### config.mk
export PLATFORM = sky130hd
export DESIGN_NAME = alu_seq_core
export DESIGN_NICKNAME = d
export VERILOG_FILES = /design/src/rtl/alu_seq_core.sv
export SDC_FILE = /design/constraint.sdc
export NUM_CORES = 1
export LEC_CHECK = 0
export CORE_UTILIZATION = 24
export DETAILED_ROUTE_END_ITERATION = 6
export SYNTH_ARGS = -nofsm -noshare
export SYNTH_HDL_FRONTEND = slang
export SYNTH_SLANG_ARGS = --single-unit
### constraint.sdc
create_clock -name clk -period 3.4 [get_ports clk]
set_clock_uncertainty 0.15 [all_clocks]
set_input_delay 0.34 -clock clk [delete_from_list [all_inputs] [get_ports clk]]
set_output_delay 0.34 -clock clk [all_outputs]
set_load 0.05 [all_outputs]
### src/rtl/alu_seq_core.sv
// Sequential ALU core: two operand registers, single-cycle logic/arith/shift ops
// and an iterative shift-add multiplier, with registered result, flags and sticky flags.
module alu_seq_core #(
    parameter int unsigned WIDTH = 8,
    parameter int unsigned SHW   = $clog2(WIDTH) + 1
) (
    input  logic             clk,
    input  logic             rst_n,
    input  logic             ena,
    input  logic [WIDTH-1:0] in_data,
    input  logic             in_sel,
    input  logic             in_load,
    input  logic [2:0]       op,
    input  logic [SHW-1:0]   shamt,
    input  logic             start,
    input  logic             flag_clr,
    output logic             busy,
    output logic             done,
    output logic [WIDTH-1:0] result,
    output logic [WIDTH-1:0] result_hi,
    output logic             zero,
    output logic             carry,
    output logic             overflow,
    output logic             negative,
    output logic [3:0]       sticky
);

    localparam int unsigned PW = 2 * WIDTH;
    localparam int unsigned CW = $clog2(WIDTH);
    localparam int unsigned MSB = WIDTH - 1;

    localparam logic [2:0] OP_ADD = 3'b000;
    localparam logic [2:0] OP_SUB = 3'b001;
    localparam logic [2:0] OP_AND = 3'b010;
    localparam logic [2:0] OP_OR  = 3'b011;
    localparam logic [2:0] OP_XOR = 3'b100;
    localparam logic [2:0] OP_SHL = 3'b101;
    localparam logic [2:0] OP_SHR = 3'b110;
    localparam logic [2:0] OP_MUL = 3'b111;

    typedef enum logic [0:0] {IDLE = 1'b0, MUL = 1'b1} state_e;

    state_e           state_q, state_d;
    logic [WIDTH-1:0] a_q, a_d, b_q, b_d;
    logic [PW-1:0]    mcand_q, mcand_d, acc_q, acc_d;
    logic [WIDTH-1:0] mplier_q, mplier_d;
    logic [CW-1:0]    cnt_q, cnt_d;
    logic [WIDTH-1:0] result_q, result_d, result_hi_q, result_hi_d;
    logic [3:0]       flags_q, flags_d, sticky_q, sticky_d;
    logic             busy_q, busy_d, done_q, done_d;

    logic [WIDTH:0]   sum, diff, shl_t, shr_t;
    logic [WIDTH-1:0] alu_res;
    logic             alu_c, alu_v;
    logic [PW-1:0]    mul_add, acc_nxt;
    logic [3:0]       sticky_base;

    assign sum   = {1'b0, a_q} + {1'b0, b_q};
    assign diff  = {1'b0, a_q} - {1'b0, b_q};
    assign shl_t = {1'b0, a_q} << shamt;
    assign shr_t = {a_q, 1'b0} >> shamt;

    // Single-cycle operations; the extra bit of the shift temporaries holds the last bit shifted out
    always_comb begin
        alu_res = '0;
        alu_c   = 1'b0;
        alu_v   = 1'b0;
        unique case (op)
            OP_ADD: begin
                alu_res = sum[WIDTH-1:0];
                alu_c   = sum[WIDTH];
                alu_v   = (a_q[MSB] == b_q[MSB]) && (sum[MSB] != a_q[MSB]);
            end
            OP_SUB: begin
                alu_res = diff[WIDTH-1:0];
                alu_c   = diff[WIDTH];
                alu_v   = (a_q[MSB] != b_q[MSB]) && (diff[MSB] != a_q[MSB]);
            end
            OP_AND: alu_res = a_q & b_q;
            OP_OR:  alu_res = a_q | b_q;
            OP_XOR: alu_res = a_q ^ b_q;
            OP_SHL: begin
                if (shamt == '0) begin
                    alu_res = a_q;
                end else if (shamt < SHW'(WIDTH)) begin
                    alu_res = shl_t[WIDTH-1:0];
                    alu_c   = shl_t[WIDTH];
                end
            end
            OP_SHR: begin
                if (shamt == '0) begin
                    alu_res = a_q;
                end else if (shamt < SHW'(WIDTH)) begin
                    alu_res = shr_t[WIDTH:1];
                    alu_c   = shr_t[0];
                end
            end
            default: ;
        endcase
    end

    assign mul_add     = mplier_q[0] ? mcand_q : '0;
    assign acc_nxt     = acc_q + mul_add;
    assign sticky_base = flag_clr ? 4'b0000 : sticky_q;

    // Next-state and output logic
    always_comb begin
        state_d     = state_q;
        a_d         = a_q;
        b_d         = b_q;
        mcand_d     = mcand_q;
        mplier_d    = mplier_q;
        acc_d       = acc_q;
        cnt_d       = cnt_q;
        result_d    = result_q;
        result_hi_d = result_hi_q;
        flags_d     = flags_q;
        sticky_d    = sticky_q;
        busy_d      = busy_q;
        done_d      = 1'b0;
        if (ena) begin
            sticky_d = sticky_base;
            unique case (state_q)
                IDLE: begin
                    if (start && op == OP_MUL) begin
                        mcand_d  = {{WIDTH{1'b0}}, a_q};
                        mplier_d = b_q;
                        acc_d    = '0;
                        cnt_d    = '0;
                        busy_d   = 1'b1;
                        state_d  = MUL;
                    end else if (start) begin
                        result_d    = alu_res;
                        result_hi_d = '0;
                        flags_d     = {alu_res == '0, alu_c, alu_v, alu_res[MSB]};
                        sticky_d    = sticky_base | {alu_res == '0, alu_c, alu_v, alu_res[MSB]};
                        done_d      = 1'b1;
                    end
                    if (in_load) begin
                        if (in_sel) b_d = in_data;
                        else        a_d = in_data;
                    end
                end
                MUL: begin
                    acc_d    = acc_nxt;
                    mcand_d  = mcand_q << 1;
                    mplier_d = mplier_q >> 1;
                    cnt_d    = cnt_q + CW'(1);
                    if (cnt_q == CW'(WIDTH - 1)) begin
                        result_d    = acc_nxt[WIDTH-1:0];
                        result_hi_d = acc_nxt[PW-1:WIDTH];
                        flags_d     = {acc_nxt == '0, acc_nxt[PW-1:WIDTH] != '0, 1'b0, acc_nxt[PW-1]};
                        sticky_d    = sticky_base |
                                      {acc_nxt == '0, acc_nxt[PW-1:WIDTH] != '0, 1'b0, acc_nxt[PW-1]};
                        done_d      = 1'b1;
                        busy_d      = 1'b0;
                        state_d     = IDLE;
                    end
                end
                default: state_d = IDLE;
            endcase
        end
    end

    always_ff @(posedge clk or negedge rst_n) begin
        if (!rst_n) begin
            state_q     <= IDLE;
            a_q         <= '0;
            b_q         <= '0;
            mcand_q     <= '0;
            mplier_q    <= '0;
            acc_q       <= '0;
            cnt_q       <= '0;
            result_q    <= '0;
            result_hi_q <= '0;
            flags_q     <= '0;
            sticky_q    <= '0;
            busy_q      <= 1'b0;
            done_q      <= 1'b0;
        end else begin
            state_q     <= state_d;
            a_q         <= a_d;
            b_q         <= b_d;
            mcand_q     <= mcand_d;
            mplier_q    <= mplier_d;
            acc_q       <= acc_d;
            cnt_q       <= cnt_d;
            result_q    <= result_d;
            result_hi_q <= result_hi_d;
            flags_q     <= flags_d;
            sticky_q    <= sticky_d;
            busy_q      <= busy_d;
            done_q      <= done_d;
        end
    end

    assign busy      = busy_q;
    assign done      = done_q;
    assign result    = result_q;
    assign result_hi = result_hi_q;
    assign zero      = flags_q[3];
    assign carry     = flags_q[2];
    assign overflow  = flags_q[1];
    assign negative  = flags_q[0];
    assign sticky    = sticky_q;

endmodule

==> summary.md <==
| Metric | Value |
|---|---|
| Most frequent cells in the layout | `dfrtp_1 (86), nand2_1 (71), clkdlybuf4s50_1 (46)` |
| Reg2reg path depth | `11` |
| Setup violations, final | `0` |
| Area of the multi-input gates | `0.00379 mm2` |
| Routed Antenna Nets | `0` |
| Total wire length | `17700 um` |
| Cell Area, Placed | `0.00720 mm2` |
| Reg2reg end | `sticky[3]` |
| Share of layout cells above drive strength 1 | `12.3%` |
| Critical Path Most Common Cell | `o211ai_1` |
| Final min period | `3210 ps` |
| Outcome | `completed` |
| Endpoints failing hold | `0` |
| CP Launch Point | `mplier_q[0]` |
| Crit-path slowest cell | `fa_1` |
| RSZ-0062 raised after global routing | `no` |
| Post-synth EDFFs | `0` |
| Largest net degree at the start of global routing | `45` |
| Antenna Cells | `0` |
| Layout Nets | `792` |
| Synth top area share | `between 30% and 40%` |
| CTS Buffer Depth | `2` |
| Class of the worst hold path | `register to register` |
| Worst slew pin tran | `approximately 650 ps` |
| Synth-to-Final Area Change | `20.8%` |
| Max Cap Viol | `0` |
| Gp weighted congestion | `0.888` |
| Fmax | `a little over 300 MHz` |
| Critical Path AT | `3340 ps` |
| Crit Path Max Fanout | `5` |
| Clk root buf | `clkbuf_16` |
| Fillers | `2651` |
| Hold Slack | `337 ps` |
| Max Transition Viols Final | `0` |
| Postcts setup bufs | `0` |
| Worst skew pair latency | `360 ps` |
| Initial Util | `24.6%` |
| WP data required | `3530 ps` |
| Unique masters post-synth | `76` |
| Htree depth | `3` |
| Met2 wire length | `between 7000 and 8000 um` |
| I/O Pins | `48` |
| Power Density | `882 mW/mm2` |
| IO Port Bufs | `47` |
| Synthesized cell area | `about 0.0062 mm2` |
| CTS tree | `built` |
| Register Area | `0.00215 mm2` |
| Post-synthesis sequential area ratio | `34.6%` |
| Worst Setup End Kind | `register` |
| Die height | `163 um` |
| Placeable Area | `between 0.02 and 0.03 mm2` |
| Max layer used | `met4` |
| Initial antenna violation count | `0` |
| Yosys warns | `0` |
| Synth area leader | `dfrtp_1` |
| Critical path class | `register to register` |
| Crit path to | `sticky[3]` |
| Most common cell after layout, fill and taps aside | `dfrtp_1` |
| Overflow after GRT | `0` |
| Die W | `around 160 um` |
| Max VDD drop | `415 uV` |
| Die area | `roughly 0.027 mm2` |
| Detailed-route DRC error count | `0` |
| Reg2reg start | `mplier_q[0]` |
| Max_slew headroom | `between 50% and 60%` |
| Dpl hpwl | `13700 um` |
| Sink Count | `86` |
| Post-synth top flop | `dfrtp_1` |
| Async SR Flop Fraction | `100%` |
| Syn Inst Count | `approximately 680` |
| Row cnt | `between 50 and 60` |
| Main area contributors after synthesis | `dfrtp_1 (35%), ha_1 (8.2%), mux2i_1 (4.7%)` |
| LEAKAGE | `approximately 3.3 nW` |
| Number of buffers created by CTS | `9` |
| 1st-pass router iterations | `5` |
| Setup TNS | `0 ps` |
| Overall global routing resource usage | `14.1%` |
| Routed wire per std cell | `~17 um` |
| R2r setup slk | `190 ps` |
| M1 WL | `8570 um` |
| Syn_area_per_cell | `9.22 um2` |
| Worst path max stage delay | `about 420 ps` |
| First-pass GRT wire length | `29000 um` |
| Tot Pwr | `between 6 and 7 mW` |
| CP Launch Type | `register` |
| Routed vias/inst | `roughly 5.1` |
| Metal3 WL | `1010 um` |
| Final period util | `94.4%` |
| Critical path, cell by cell | `and2_1 > ha_1 > fa_1 > a21oi_1 > o2111ai_2 > a31oi_1 > o211ai_1 > xor2_1 > nor4b_2 > nand2_1 > o211ai_1` |
| Post-layout util | `29.7%` |
| Reg clk slew, reported paths | `70 ps` |
| #FFs+latches synth | `86` |
| Vias in the first global route | `5243` |
| Design area | `0.00751 mm2` |
| DR vias | `about 5.4k` |
| Initial DRC Count | `about 400` |
| Syn Nets | `741` |
==> metal layers <==
layer	GRT usage, %	vias up
li1	-	2586
met1	19.3	2640
met2	21.5	140
met3	3.94	17
met4	3.40	0
met5	0	-
==> final cells by class <==
type / count / share of cell area [%]
multi-input combinational: 512 / 50.4
inverter: 33 / 1.65
tap: 330 / 5.50
clock buffer: 10 / 3.05
clock inverter: 6 / 0.616
timing repair buffer: 84 / 10.1
sequential: 86 / 28.6
==> sequential cells by signal (all words and copies together), names as in the netlist <==
signal	cells
a_q	8
acc_q	16
b_q	8
busy	1
cnt_q	3
done	1
flags_q	4
mcand_q	16
mplier_q	8
result	8
result_hi	8
state_q	1
sticky	4
==> power by group <==
group / total [mW] / internal [mW] / switching (mW)
Sequential: 1.73 / 1.41 / 0.317
Clock: 0.938 / 0.499 / 0.440
Combinational: 3.96 / 1.61 / 2.35
==> worst min-delay path by stage <==
stage                             from           end  slack [ps]  cells after the start
final                        result[6]     result[6]         340                      1
after global routing         result[7]     result[7]         360                      2
after CTS                 result_hi[2]  result_hi[2]         340                      2
after detailed placement         rst_n    flags_q[1]         230                      1
after global placement           rst_n     result[6]         220                      1
after floorplan                  rst_n        a_q[0]        -110                      0
==> critical path, delay by kind of cell, from the launching register on <==
family / cells / cell delay (ps)
AO/OA/AOI/OAI: 5 / 1070
adder cells (fa/ha/maj): 2 / 660
AND/OR/NAND/NOR: 3 / 650
flip-flops: 1 / 380
XOR/XNOR: 1 / 210
==> what timing repair did <==
item | in CTS | in global routing
pin swaps | 0 | 0
hold buffers | 1 | 0
setup endpoints to repair | 2 | 4
endpoints found under the hold margin | 42 | 0
gates resized for setup | 1 | 3
==> logic make-up (layout without fill, tap and decap cells) <==
logic type / Yosys count / count (layout) / synth area share (%)
AND/OR/NAND/NOR: 193 / 193 / 15.5
flip-flops: 86 / 86 / 34.6
XOR/XNOR: 22 / 22 / 3.10
AO/OA/AOI/OAI: 207 / 207 / 23.9
buffers and inverters: 77 / 133 / 5.21
multiplexers: 46 / 46 / 8.47
adder cells (fa/ha/maj): 44 / 44 / 9.21
==> synthesized netlist by cell type, types with 6 or more instances <==
cell and n:
a211oi_1 12, a21o_1 10, a21oi_1 31, a22o_1 31, and2_1 19, and3_1 6, buf_2 13, clkbuf_1 25
dfrtp_1 86, ha_1 41, inv_1 31, mux2_2 11, mux2i_1 29, nand2_1 71, nand2b_1 9, nand3_1 10
nor2_1 28, nor2b_1 13, nor3_1 9, nor4_1 6, o2111ai_1 6, o21ai_0 42, o21ai_1 7, o21bai_1 6
xnor2_1 9, xor2_1 13
==> through the flow <==
step | worst slack (ps) | std cells
2_1_floorplan | 440 | 675
3_3_place_gp | 167 | 1044
3_5_place_dp | -14.9 | 1044
4_1_cts | 139 | 1061
5_1_grt | 15.7 | 1061
6_report | 189 | 1061
Power figures use the tool's default switching activity.
